===== config.mk =====
export PLATFORM = sky130hd
export DESIGN_NAME = pipe_skid_reg
export DESIGN_NICKNAME = d
export VERILOG_FILES = /design/src/rtl/pipe_skid_reg.sv
export SDC_FILE = /design/constraint.sdc
export NUM_CORES = 1
export LEC_CHECK = 0
export CORE_UTILIZATION = 44
export DETAILED_ROUTE_END_ITERATION = 8
export GPL_TIMING_DRIVEN = 0
export PLACE_DENSITY = 0.79
export SLEW_MARGIN = 20
export SYNTH_ARGS = -nofsm -noshare
export SYNTH_HDL_FRONTEND = slang
export SYNTH_SLANG_ARGS = --single-unit

===== constraint.sdc =====
create_clock -name clk -period 1.7 [get_ports clk]
set_input_delay 0.34 -clock clk [delete_from_list [all_inputs] [get_ports clk]]
set_output_delay 0.34 -clock clk [all_outputs]
set_load 0.02 [all_outputs]

===== src/rtl/pipe_skid_reg.sv =====
// Pipeline-stage register with valid/ready handshake, one-entry skid buffer,
// synchronous flush and a saturating stall counter.
module pipe_skid_reg #(
    parameter int unsigned       CTRL_W     = 10,
    parameter int unsigned       DATA_W     = 144,
    parameter logic [CTRL_W-1:0] CTRL_RESET = '0,
    parameter int unsigned       STALL_W    = 16
) (
    input  logic               clk,
    input  logic               reset,
    input  logic               flush,
    input  logic               in_valid,
    output logic               in_ready,
    input  logic [CTRL_W-1:0]  in_ctrl,
    input  logic [DATA_W-1:0]  in_data,
    output logic               out_valid,
    input  logic               out_ready,
    output logic [CTRL_W-1:0]  out_ctrl,
    output logic [DATA_W-1:0]  out_data,
    output logic [STALL_W-1:0] stall_count
);

    typedef enum logic [1:0] {
        EMPTY,
        FULL,
        SKID
    } state_t;

    state_t             state;
    state_t             state_next;
    logic [CTRL_W-1:0]  main_ctrl;
    logic [DATA_W-1:0]  main_data;
    logic [CTRL_W-1:0]  skid_ctrl;
    logic [DATA_W-1:0]  skid_data;
    logic               in_acc;
    logic               out_acc;
    logic [STALL_W-1:0] stall_q;

    always_comb begin
        in_acc  = in_valid & in_ready;
        out_acc = out_valid & out_ready;
    end

    always_ff @(posedge clk) begin
        if (reset || flush) begin
            state <= EMPTY;
        end else begin
            state <= state_next;
        end
    end

    always_comb begin
        state_next = state;
        case (state)
            EMPTY: if (in_acc) state_next = FULL;
            FULL: begin
                if (in_acc && !out_acc) begin
                    state_next = SKID;
                end else if (!in_acc && out_acc) begin
                    state_next = EMPTY;
                end
            end
            SKID: if (out_acc) state_next = FULL;
            default: state_next = EMPTY;
        endcase
    end

    // Handshake flags decode registered state only, so out_ready never reaches in_ready.
    always_comb begin
        in_ready    = (state != SKID);
        out_valid   = (state != EMPTY);
        out_ctrl    = main_ctrl;
        out_data    = main_data;
        stall_count = stall_q;
    end

    // Main is reloaded with the bubble on every entry to EMPTY, so out_* need no masking.
    always_ff @(posedge clk) begin
        if (reset || flush) begin
            main_ctrl <= CTRL_RESET;
            main_data <= '0;
            skid_ctrl <= CTRL_RESET;
            skid_data <= '0;
        end else begin
            case (state)
                EMPTY: begin
                    if (in_acc) begin
                        main_ctrl <= in_ctrl;
                        main_data <= in_data;
                    end
                end
                FULL: begin
                    if (in_acc && out_acc) begin
                        main_ctrl <= in_ctrl;
                        main_data <= in_data;
                    end else if (in_acc) begin
                        skid_ctrl <= in_ctrl;
                        skid_data <= in_data;
                    end else if (out_acc) begin
                        main_ctrl <= CTRL_RESET;
                        main_data <= '0;
                    end
                end
                SKID: begin
                    if (out_acc) begin
                        main_ctrl <= skid_ctrl;
                        main_data <= skid_data;
                    end
                end
                default: begin
                    main_ctrl <= CTRL_RESET;
                    main_data <= '0;
                end
            endcase
        end
    end

    always_ff @(posedge clk) begin
        if (reset) begin
            stall_q <= '0;
        end else if (out_valid && !out_ready && (stall_q != '1)) begin
            stall_q <= stall_q + 1'b1;
        end
    end

endmodule

==> results.cfg <==
[clock_tree]
clock-root-buffer = clkbuf_16
cts_buffers = 36
cts_buffer_depth = 3
h-tree-depth = 2
clk_latency_ns = 0.51
cts.sinks = 326
cts_tree = done
cts_hold_buffers = 0
path_clk_slew_ns = 0.06

[synth]
synth.net_count = 1672
synth-edff-count = 0
synth-simple-area-share_pct = 15.83
netlist_instances = 1512
synth_compound_area_share_pct = 28.37
ys.flop_type = dfxtp_1
synth.avg_cell_area_sq_um = 8.627
synth_top_family_by_area = compound AO/OA/AOI/OAI gates
synthMuxAreaShare_pct = 0.3357
async_reset_ff_share_pct = 0
yosysWarnings = 0
syn_area_sq_um = 13040
ys_seq_area_share_pct = 50.03
synth_fa_ha_area_share_pct = 0.09592
yosys_register_bits = 326
synth_xor_xnor_area_share_pct = 0
yosys.cell_types.count = 41

[worst_setup_path]
worstReg2RegStart = state[0]
cp-end-kind = output pin
worstPathRequired_ns = 1.36
reg2reg_to = out_data[81]
cp_cell_sequence = buf_6 > buf_6 > nor2b_4 > inv_2 > buf_6
cpMostUsedCell = buf_6
cp_top_family = buffers and inverters
crit_fanout = 6
worstPathArrival_ns = 1.47
critPathMaxStageDelay_ns = 0.32
crit_path_start_kind = register
reg2reg_depth = 8
reg2reg_slack_ns = -0.10
cp_num_buf_inv = 4
critical_path_class = reg -> out
cp_slowest_cell = dfxtp_2

[routing]
drt_iter0_markers = 1320
drtAntennaViolNets = 0
firstDrtPassIters = 6
vias = 13648
wire_per_inst_um = 19.87
routed_wl_um = 46420
via_per_inst = 5.842
drc_errors = 0

[run_status]
violations = negative setup slack
outcome = finished with violations

[global_route]
grt_overflow_total = 0
grt_util_all_layers_pct = 28.53
first_global_vias = 12905
grt_max_degree = 15
grt_pass1_wl_um = 69690
antenna_found_initial = 2

[layout]
mostFrequentLayoutCell = nand2_1
final_nets = 2086
stdcell_area_sq_um = 19640
layout_common_cells = nand2_1, dfxtp_1, dlygate4sd2_1
num-fill-cells = 2253
area_growth_pct = 50.58
drive_gt1_share_pct = 20.27
stdcell_count = 2336

[floorplan]
pin_count = 331
start_util_pct = 45.08
dieArea_sq_um = 30340
die_h_um = 174.2
num_rows = 62
core_region_area_sq_um = 28940
die_x_um = 174.2

[timing]
finalSetupTns_ns = -5.776
setup_violations = 141
finalClockSkew_ns = 0.01358
rsz0062_at_grt = yes
tightestPinTransition_ns = 0.6465
slew_headroom_pct = 56.90
maxClockFrequency_mhz = 553.3
post-route-period-util_pct = 106.3
hold_viol = 0
worst_slack_ns = -0.1073
period_needed_ns = 1.807
slew_violations = 0

[power_and_ir_drop]
ir_worst_vdd_mv = 0.5950
p_per_area_nw_per_um2 = 929.1
leakagePower_nw = 7.793

[flow_run]
maxCapViolCount = 0

[place]
place_hpwl_um = 29890
routabilityCongestion = 0.8505
placed_cells = 2226
dpl_worst_slack_ns = -0.9982
placement.cell_area_sq_um = 16870
port-buffer-count = 330

[hold_path]
hold_class = in -> reg
hold_start = in_data[134]
worstHoldPathCells = 3
hold-path-endpoint = skid_data[134]
==> kinds of logic (layout without fill, tap and decap cells) <==
kind of cell / Yosys count / count (layout)
mux: 4 / 4
fa+ha+maj: 1 / 1
buf+inv: 166 / 603
other cells: 0 / 3
flops: 326 / 326
compound gates: 496 / 496
simple gates: 519 / 519
==> worst register-to-register path: stages, from the launching register on <==
cell and delay [ns]:
dfxtp_2 0.33, buf_6 0.12, buf_6 0.10, a21bo_4 0.30
buf_12 0.19, clkbuf_16 0.17, a32o_1 0.27, a22oi_1 0.15
nor2_1 0.05
==> cell type report <==
| class | instances | area, sq um | area share, % |
|---|---|---|---|
| Clock inverter | 12 | 123.9 | 0.6307 |
| Tap cell | 384 | 480.5 | 2.446 |
| Timing Repair Buffer | 381 | 3756 | 19.12 |
| Clock buffer | 49 | 1051 | 5.351 |
| Sequential cell | 326 | 6563 | 33.41 |
| Antenna cell | 3 | 7.507 | 0.03822 |
| Multi-Input combinational cell | 1020 | 6316 | 32.16 |
| Buffer | 156 | 1325 | 6.746 |
| Inverter | 5 | 18.77 | 0.09555 |
==> worst max-delay path by stage <==
| stage | from | to | depth (start not counted) |
|---|---|---|---|
| after floorplan | stall_count[6] | stall_count[13] | 5 |
| after global placement | out_ready | out_data[44] | 8 |
| after detailed placement | out_ready | out_data[85] | 8 |
| after CTS | state[0] | out_data[118] | 9 |
| after global routing | state[0] | in_ready | 5 |
| final | state[0] | in_ready | 5 |
==> power by group <==
| group | switching [mW] | internal, mW |
|---|---|---|
| sequential | 0.0962 | 7.79 |
| clock | 3.17 | 4.63 |
| combinational | 1.28 | 1.28 |
==> per-layer routing <==
metal	share of wire (%)	vias up	track usage, %
li1	-	6317	-
met1	40	6523	35.98
met2	48	705	47.45
met3	8.3	103	6.168
met4	3.6	0	11.15
met5	0	-	0
==> synth_stat cells, types with 2 or more instances <==
cell type  instances  share of area, %
mux2_2             3              0.26
and4_1             2              0.13
o31ai_1            5              0.29
a32o_1           154                12
nand2_1          313               9.0
clkbuf_1         107               3.1
o2bb2ai_2          2              0.23
o21ai_0            6              0.23
or4_1              5              0.29
nor4_1             2             0.096
nor2b_1            4              0.19
inv_1              4              0.12
a21oi_1          168               6.4
or2_2              2             0.096
buf_1              4              0.12
nor2_1           161               4.6
nand2b_1           3              0.14
buf_4              4              0.23
nand4_1            5              0.24
and3_1             2             0.096
a22oi_1          154               8.9
or3_1              5              0.24
dfxtp_1          326                50
nand3_1            6              0.23
nor3_1             4              0.15
buf_2             46               1.8
==> per-stage QoR <==
stage	total power, mW	hold WS [ns]	utilization [%]
CTS	18.08	0.3663	65.42
floorplan	9.180	0.4357	-
global placement	10.19	0.4405	58.30
finish	18.25	0.4077	67.88
detailed placement	10.22	0.4458	58.30
global route	18.80	0.4050	67.86
==> state kept, by name, indices dropped and copies added, names as in the netlist <==
name	flops
out_data	144
skid_ctrl	10
state	2
stall_count	16
out_ctrl	10
skid_data	144
==> repair_timing <==
item                       CTS  global route
setup buffers               25            13
gates resized for setup    409           213
cloned                      10             5
pin swaps                   39            77
setup endpoints to repair  493           310
(Power assumes the default switching activity.)
